==> config.mk <==
export PLATFORM = sky130hd
export DESIGN_NAME = spi_slave_burst
export DESIGN_NICKNAME = d
export VERILOG_FILES = /design/src/rtl/spi_slave_pkg.sv /design/src/rtl/spi_sync_edge.sv /design/src/rtl/spi_slave_burst.sv
export SDC_FILE = /design/constraint.sdc
export NUM_CORES = 1
export LEC_CHECK = 0
export BUFFER_PORTS_ARGS = -buffer_cell sky130_fd_sc_hd__buf_2
export CORE_MARGIN = 10
export CORE_UTILIZATION = 54
export CTS_CLUSTER_SIZE = 16
export DETAILED_ROUTE_END_ITERATION = 6
export GPL_TIMING_DRIVEN = 0
export PLACE_DENSITY = 0.8
export SKIP_LAST_GASP = 1
export SLEW_MARGIN = 20
export SYNTH_ARGS = -nofsm -noshare
export SYNTH_HDL_FRONTEND = slang
export SYNTH_HIERARCHICAL = 1
export SYNTH_SLANG_ARGS = --single-unit
==> constraint.sdc <==
create_clock -name clk -period 2.3 [get_ports clk]
set_clock_uncertainty 0.1 [all_clocks]
set_input_delay 0.345 -clock clk [delete_from_list [all_inputs] [get_ports clk]]
set_output_delay 0.345 -clock clk [all_outputs]
set_load 0.03 [all_outputs]
==> src/rtl/spi_slave_pkg.sv <==
// Shared encodings for the burst SPI slave register port.
// FSM states, command bit value and synchroniser depth.
package spi_slave_pkg;

  typedef enum logic [1:0] {
    IDLE = 2'd0,
    CMD  = 2'd1,
    ADDR = 2'd2,
    DATA = 2'd3
  } state_t;

  localparam logic SPI_CMD_READ = 1'b1;
  localparam int   SYNC_DEPTH   = 2;

endpackage

==> src/rtl/spi_sync_edge.sv <==
// Multi-FF synchroniser for one async pin, plus
// registered rise/fall pulses aligned with the level output.
module spi_sync_edge
  import spi_slave_pkg::*;
#(
  parameter logic RST_VAL = 1'b0
) (
  input  logic clk,
  input  logic nreset,
  input  logic d,
  output logic lvl,
  output logic rise,
  output logic fall
);

  logic [SYNC_DEPTH-1:0] sync_q;

  always_ff @(posedge clk or negedge nreset) begin
    if (!nreset) begin
      sync_q <= {SYNC_DEPTH{RST_VAL}};
      lvl    <= RST_VAL;
      rise   <= 1'b0;
      fall   <= 1'b0;
    end else begin
      sync_q <= {sync_q[SYNC_DEPTH-2:0], d};
      lvl    <= sync_q[SYNC_DEPTH-1];
      rise   <= sync_q[SYNC_DEPTH-1] & ~lvl;
      fall   <= ~sync_q[SYNC_DEPTH-1] & lvl;
    end
  end

endmodule

==> src/rtl/spi_slave_burst.sv <==
// SPI slave register port: header + auto-incrementing
// data burst, oversampled into the clk domain.
module spi_slave_burst
  import spi_slave_pkg::*;
#(
  parameter int ASZ    = 7,
  parameter int DSZ    = 32,
  parameter int RD_LAT = 1
) (
  input  logic           clk,
  input  logic           nreset,
  input  logic           spi_sck,
  input  logic           spi_mosi,
  input  logic           spi_ncs,
  output logic           spi_miso,
  output logic           spi_miso_oe,
  output logic [ASZ-1:0] addr,
  output logic [DSZ-1:0] data_out,
  input  logic [DSZ-1:0] data_in,
  output logic           wr_en,
  output logic           rd_en,
  output logic           busy
);

  localparam int CW = $clog2(DSZ);

  logic sck_lvl_unused, sck_rise, sck_fall;
  logic ncs_lvl, ncs_rise, ncs_fall;
  logic mosi_lvl, mosi_rise_unused, mosi_fall_unused;

  // nCS resets to the deselected level so reset never looks like a frame
  spi_sync_edge #(.RST_VAL(1'b0)) u_sck (
    .clk(clk), .nreset(nreset), .d(spi_sck),
    .lvl(sck_lvl_unused), .rise(sck_rise), .fall(sck_fall));
  spi_sync_edge #(.RST_VAL(1'b1)) u_ncs (
    .clk(clk), .nreset(nreset), .d(spi_ncs),
    .lvl(ncs_lvl), .rise(ncs_rise), .fall(ncs_fall));
  spi_sync_edge #(.RST_VAL(1'b0)) u_mosi (
    .clk(clk), .nreset(nreset), .d(spi_mosi),
    .lvl(mosi_lvl), .rise(mosi_rise_unused),
    .fall(mosi_fall_unused));

  state_t          state, state_nxt;
  logic            abort, cmd_done, addr_done;
  logic            word_done, shift_in;
  logic [CW-1:0]   cnt;
  logic            rnw;
  logic [DSZ-1:0]  mosi_sr, miso_sr, hold;
  logic            hold_vld;
  logic [RD_LAT-1:0] rd_pipe;

  assign busy     = ~ncs_lvl;
  assign spi_miso = miso_sr[DSZ-1];

  always_ff @(posedge clk or negedge nreset) begin
    if (!nreset) state <= IDLE;
    else         state <= state_nxt;
  end

  always_comb begin
    state_nxt = state;
    cmd_done  = 1'b0;
    addr_done = 1'b0;
    word_done = 1'b0;
    shift_in  = 1'b0;
    abort     = ncs_rise | (ncs_lvl & (sck_rise | sck_fall));
    if (abort) begin
      state_nxt = IDLE;
    end else begin
      unique case (state)
        IDLE: if (ncs_fall) state_nxt = CMD;
        CMD: if (sck_rise) begin
          state_nxt = ADDR;
          cmd_done  = 1'b1;
        end
        ADDR: if (sck_rise) begin
          shift_in = 1'b1;
          if (cnt == CW'(ASZ-1)) begin
            addr_done = 1'b1;
            state_nxt = DATA;
          end
        end
        DATA: if (sck_rise) begin
          shift_in  = 1'b1;
          word_done = (cnt == CW'(DSZ-1));
        end
        default: state_nxt = IDLE;
      endcase
    end
  end

  always_ff @(posedge clk or negedge nreset) begin
    if (!nreset) begin
      cnt         <= '0;
      rnw         <= 1'b0;
      mosi_sr     <= '0;
      miso_sr     <= '0;
      hold        <= '0;
      hold_vld    <= 1'b0;
      rd_pipe     <= '0;
      addr        <= '0;
      data_out    <= '0;
      wr_en       <= 1'b0;
      rd_en       <= 1'b0;
      spi_miso_oe <= 1'b0;
    end else begin
      wr_en      <= 1'b0;
      rd_en      <= 1'b0;
      rd_pipe[0] <= rd_en;
      for (int i = 1; i < RD_LAT; i++)
        rd_pipe[i] <= rd_pipe[i-1];
      if (cmd_done) rnw <= mosi_lvl;
      if (shift_in) begin
        mosi_sr <= {mosi_sr[DSZ-2:0], mosi_lvl};
        cnt     <= cnt + CW'(1);
      end
      if (addr_done) begin
        cnt   <= '0;
        addr  <= {mosi_sr[ASZ-2:0], mosi_lvl};
        rd_en <= (rnw == SPI_CMD_READ);
      end
      if (word_done) begin
        cnt <= '0;
        if (rnw == SPI_CMD_READ) begin
          addr  <= addr + ASZ'(1);
          rd_en <= 1'b1;
        end else begin
          data_out <= {mosi_sr[DSZ-2:0], mosi_lvl};
          wr_en    <= 1'b1;
        end
      end
      // writes step the address only after the strobe
      if (wr_en) addr <= addr + ASZ'(1);
      if (rd_pipe[RD_LAT-1] && state != IDLE) begin
        hold     <= data_in;
        hold_vld <= 1'b1;
      end
      if (state == DATA && sck_fall && !abort) begin
        if (rnw == SPI_CMD_READ) spi_miso_oe <= 1'b1;
        if (hold_vld) begin
          miso_sr  <= hold;
          hold_vld <= 1'b0;
        end else begin
          miso_sr <= miso_sr << 1;
        end
      end
      if (state_nxt == IDLE) begin
        cnt         <= '0;
        miso_sr     <= '0;
        hold_vld    <= 1'b0;
        spi_miso_oe <= 1'b0;
      end
    end
  end

endmodule

# Word level (Yosys, flattened, before mapping)
# Index checks and enable logic that the tools add are counted.
[word_totals]
input_bits = 37
elab_cells = 96
out_inout_bits = 44
regBits = 160
[op_classes]
n_eq_ne = 5
muxes = 41
bitwise = 12
n_reduce_logical = 13
addsub = 2
[ops]
columns = ["operator", "n"]
rows = [
  ["32-bit two-way mux", 3],
  ["7-bit two-way mux", 4],
  ["1-bit two-way mux", 24],
  ["5-bit two-way mux", 4],
  ["2-bit two-way mux", 5],
  ["7-bit by 1-bit adder with 7-bit output, second input constant", 1],
  ["2-bit case mux with 3 select lines", 1],
  ["2-bit nonzero test", 3],
  ["5-bit by 1-bit adder with 5-bit output, second input constant", 1],
  ["1-bit AND", 5],
  ["5-bit by 3-bit == test with 1-bit output, second input constant", 1],
  ["5-bit == test, second input constant", 1],
  ["1-bit inverter", 5],
  ["2-bit == test, second input constant", 2],
  ["2-bit zero test", 2],
  ["2-bit AND reduction", 2],
  ["4-bit nonzero test", 1],
  ["1-bit logical AND", 3],
  ["2-bit by 1-bit == test with 1-bit output, second input constant", 1],
  ["1-bit bitwise OR", 2],
  ["2-bit OR reduction", 1],
  ["1-bit zero test", 1],
]

# Logic depth before layout (Yosys ltp)
[depth]
depth_word = 9
ltp_mapped = 8
depth_no_buf = 7

# Modules after synthesis
# The synthesis kept the hierarchy.
[modules_own_cells]
columns = ["module", "n_inst", "area_per_inst_um2", "cells_each"]
rows = [
  ["spi_slave_burst", 1, 6334.8, 526],
  ["spi_sync_edge at u_mosi ...", 2, 140.1, 7],
  ["spi_sync_edge at u_ncs", 1, 143.9, 7],
]

# Least setup slack after synthesis
# No wires, ideal clock.
[synth_path]
kind = "register to register"
startpoint = "register cnt[0]"
endpoint = "register addr[2]"
setup_ps = 123
t_arrival_ps = 1824
path_buffers = 0
path_stages_with_launch = 8
synth_period_minus_slack_ps = 2047
t_required_ps = 2077
setup_slack_ps = 253
cell_sequence = "dfrtp_1 ha_1 and3_1 ha_1 a41oi_4 o21ai_4 o21a_1 o221a_2"
[synth_via]
elab_chain_cells = 9
word_cells_on_any_way = 13
cone_classes = "eq/ne: 2; mux: 11"
[synth_lines]
columns = ["item", "line_no", "rtl"]
rows = [
  ["from (decl)", "spi_slave_burst.sv:46", "logic [CW-1:0] cnt;"],
  ["from (signal assigned)", "spi_slave_burst.sv:115", "cnt <= cnt + CW'(1);"],
  ["5-bit by 3-bit == test with 1-bit output", "spi_slave_burst.sv:78", "if (cnt == CW'(ASZ-1)) begin"],
  ["1-bit two-way mux", "spi_slave_burst.sv:78", ""],
  ["1-bit two-way mux", "spi_slave_burst.sv:76", "ADDR: if (sck_rise) begin"],
  ["1-bit two-way mux", "spi_slave_burst.sv:70", "unique case (state)"],
  ["1-bit two-way mux", "spi_slave_burst.sv:67", "if (abort) begin"],
  ["7-bit two-way mux", "spi_slave_burst.sv:117", "if (addr_done) begin"],
  ["7-bit two-way mux", "spi_slave_burst.sv:124", "if (rnw == SPI_CMD_READ) begin"],
  ["7-bit two-way mux *", "spi_slave_burst.sv:122", "if (word_done) begin"],
  ["7-bit two-way mux *", "spi_slave_burst.sv:133", "if (wr_en) addr <= addr + ASZ'(1);"],
  ["to (signal assigned)", "spi_slave_burst.sv:119", "addr <= {mosi_sr[ASZ-2:0], mosi_lvl};"],
  ["to (signal assigned)", "spi_slave_burst.sv:125", "addr <= addr + ASZ'(1);"],
  ["to (signal assigned)", "spi_slave_burst.sv:133", ""],
  ["to (decl)", "spi_slave_burst.sv:17", "output logic [ASZ-1:0] addr,"],
]
# Every way passes the cells marked *; elsewhere a longest branch is shown, timed or not.
# A chain may end at the register's enable or synchronous reset.

# Worst setup path after layout
[layout_path]
startpoint = "register cnt[0]"
endpoint = "register addr[5]"
# The elaborated chain is that of the path after synthesis.

==> run_results.csv <==
group,metric,value,unit
global_routing,grt_max_degree,85,
global_routing,grt.total_usage,15.77,%
clock_tree,ctsResizeCount,0,
synth,postSynthAreaPerCell,12.33,um^2
clock_tree,cts_sinks,160,
final_layout,fillers,876,
routing,viasPerCell,5.344,
critical_path,crit_fanout,6,
min_path,worstHoldPathCells,2,
routing,drcViolationCount,0,
synth,syn_inst,543,
routing,drtIter0Drc,284,
floorplan,dieArea,17250,um^2
critical_path,cp_slowest_cell,"dfrtp_1",
placed_design,portBuffers,80,
placed_design,placed_cells,792,
sta,slew_violations,0,
critical_path,cp.required,2540,ps
clock_tree,cts_tree,"done",
critical_path,arrival,2400,ps
clock_tree,root_buffer,"clkbuf_16",
sta,rsz0062_at_grt,"false",
critical_path,cp-start-kind,"register",
final_layout,seq_area,4008,um^2
critical_path,worstReg2RegStart,"cnt[0]",
critical_path,critPathTopFamily,"simple AND/OR/NAND/NOR gates",
floorplan,die_w,131.3,um
sta,fmax,0.4616,GHz
clock_tree,clock_path_buffers,2,
critical_path,slowest_delay,410,ps
placed_design,dp_hpwl,9330,um
critical_path,r2r_end,"addr[5]",
min_path,min_to,"hold[19]",
global_routing,grt_pass1_vias,4677,
final_layout,nets,688,
clock_tree,htreeDepth,4,
critical_path,crit_type,"register to register",
final_layout,antenna_cells,0,
min_path,min_path_type,"input pin to register",
sta,hold-worst-slack,54.50,ps
power,p_leak,3.825,nW
synth,yosysWarnings,6,
sta,min_period,2166,ps
routing,num_vias,4409,
run,maxCapViolCount,0,
floorplan,die_y,131.3,um
sta,worstMarginPinSlew,731.9,ps
final_layout,area_delta_synth_final,18.80,%
sta,slew_headroom,51.21,%
floorplan,core,12060,um^2
power,ir_drop,0.0005079,V
floorplan,io_pins,81,
routing,dr.pass1.iters,6,
sta,tns,0,ps
critical_path,crit_buf_inv,0,
placed_design,place.gp.congestion,0.8031,
sta,setup_viol,0,
clock_tree,insertion_delay,420,ps
global_routing,globalRoute.totalOverflow,0,
sta,hold_viol,0,
clock_tree,cts_made_buffers,17,
critical_path,crit_top_cell,"ha_1",
routing,routed_wl,13280,um
min_path,worstHoldStart,"data_in[19]",
global_routing,antenna_found_initial,0,
critical_path,worstRegToRegCells,7,
sta,period_share,94.19,%
final_layout,layout.cells.non_filler,825,
routing,antenna_left,0,
clock_tree,post-cts-setup-buffers,0,
global_routing,grt_pass1_wl,22730,um
final_layout,multi_input_area,2485,um^2
clock_tree,clk_pin_slew,60,ps
synth,syn_nets,584,
run_status,status,"finished clean",
power,powerDensity,737.5,nW/um^2
synth,synth_area,6694,um^2
floorplan,start_util,55.50,%
final_layout,layout-drive-gt1-share,29.98,%
critical_path,reg2reg_slack,130,ps
critical_path,endpoint_kind,"register",
floorplan,num_rows,40,
routing,wl_per_cell,16.10,um
critical_path,crit_chain,"ha_1, and3_1, ha_1, a41o_4, nor3_4, nor3_1, a221oi_2",
==> power by group <==
group | leakage [nW] | internal (mW) | switching, mW
sequential | 2.13 | 2.87 | 0.0478
clock | 0.281 | 1.69 | 1.03
combinational | 1.41 | 0.0907 | 0.137
==> routing by layer <==
layer / share of wire (%) / vias up / track usage (%)
met3: 4.9 / 28 / 5.259
li1: - / 2088 / -
met5: 0 / - / 0
met4: 2.9 / 0 / 7.478
met2: 48 / 106 / 24.72
met1: 44 / 2187 / 19.27
==> cell usage in the layout (no fill, tap or decap), types with 13 or more instances in the layout <==
cell type,instances
mux2i_1,31
nand2_1,102
mux2_2,37
mux2_1,29
a211oi_1,22
nor2_1,42
dfrtp_1,157
buf_2,93
clkbuf_16,17
clkbuf_1,13
==> flip-flops by register name, indices dropped and copies added, names as in the netlist, 2 cells and up <==
register	count
hold	32
u_mosi/sync_q	2
addr	7
miso_sr	32
u_sck/sync_q	2
state	2
data_out	32
mosi_sr	31
cnt	5
u_ncs/sync_q	2
==> timing repair <==
item	CTS	global route
hold buffers	4	0
setup endpoints to repair	0	2
hold endpoints to repair	79	0
==> layout make-up <==
cell class              instances  share of cell area [%]
well taps                     168                   2.643
repair buffers                 85                   6.010
plain buffers                  32                   2.297
clock buffers                  23                   6.136
multi-input cells             346                   31.25
inverters                       5                  0.2360
flip-flops and latches        160                   50.39
clock inverters                 6                   1.038
==> worst register-to-register path: stages (launching register included) <==
cell and delay, ps:
dfrtp_1 410, ha_1 250, and3_1 190, ha_1 260, a41o_4 320, nor3_4 270
nor3_1 100, a221oi_2 170
==> worst max path at each step <==
stage	startpoint	endpoint	depth (start not counted)
global placement	nreset	data_out[16]	1
global route	cnt[0]	addr[5]	7
finish	cnt[0]	addr[5]	7
floorplan	cnt[0]	addr[2]	7
CTS	cnt[0]	addr[2]	7
detailed placement	cnt[0]	addr[2]	7
==> through the flow <==
step	utilization, %	worst slack [ps]	instance area [um^2]	total power, mW
2_1_floorplan	-	253.5	6694	3.067
3_3_place_gp	60.56	-1459	7305	3.179
3_5_place_dp	60.87	79.21	7342	3.197
4_1_cts	65.93	58.34	7953	5.928
5_1_grt	65.93	10.18	7953	6.066
6_report	65.93	133.6	7953	5.865
(Power assumes the default switching activity.)
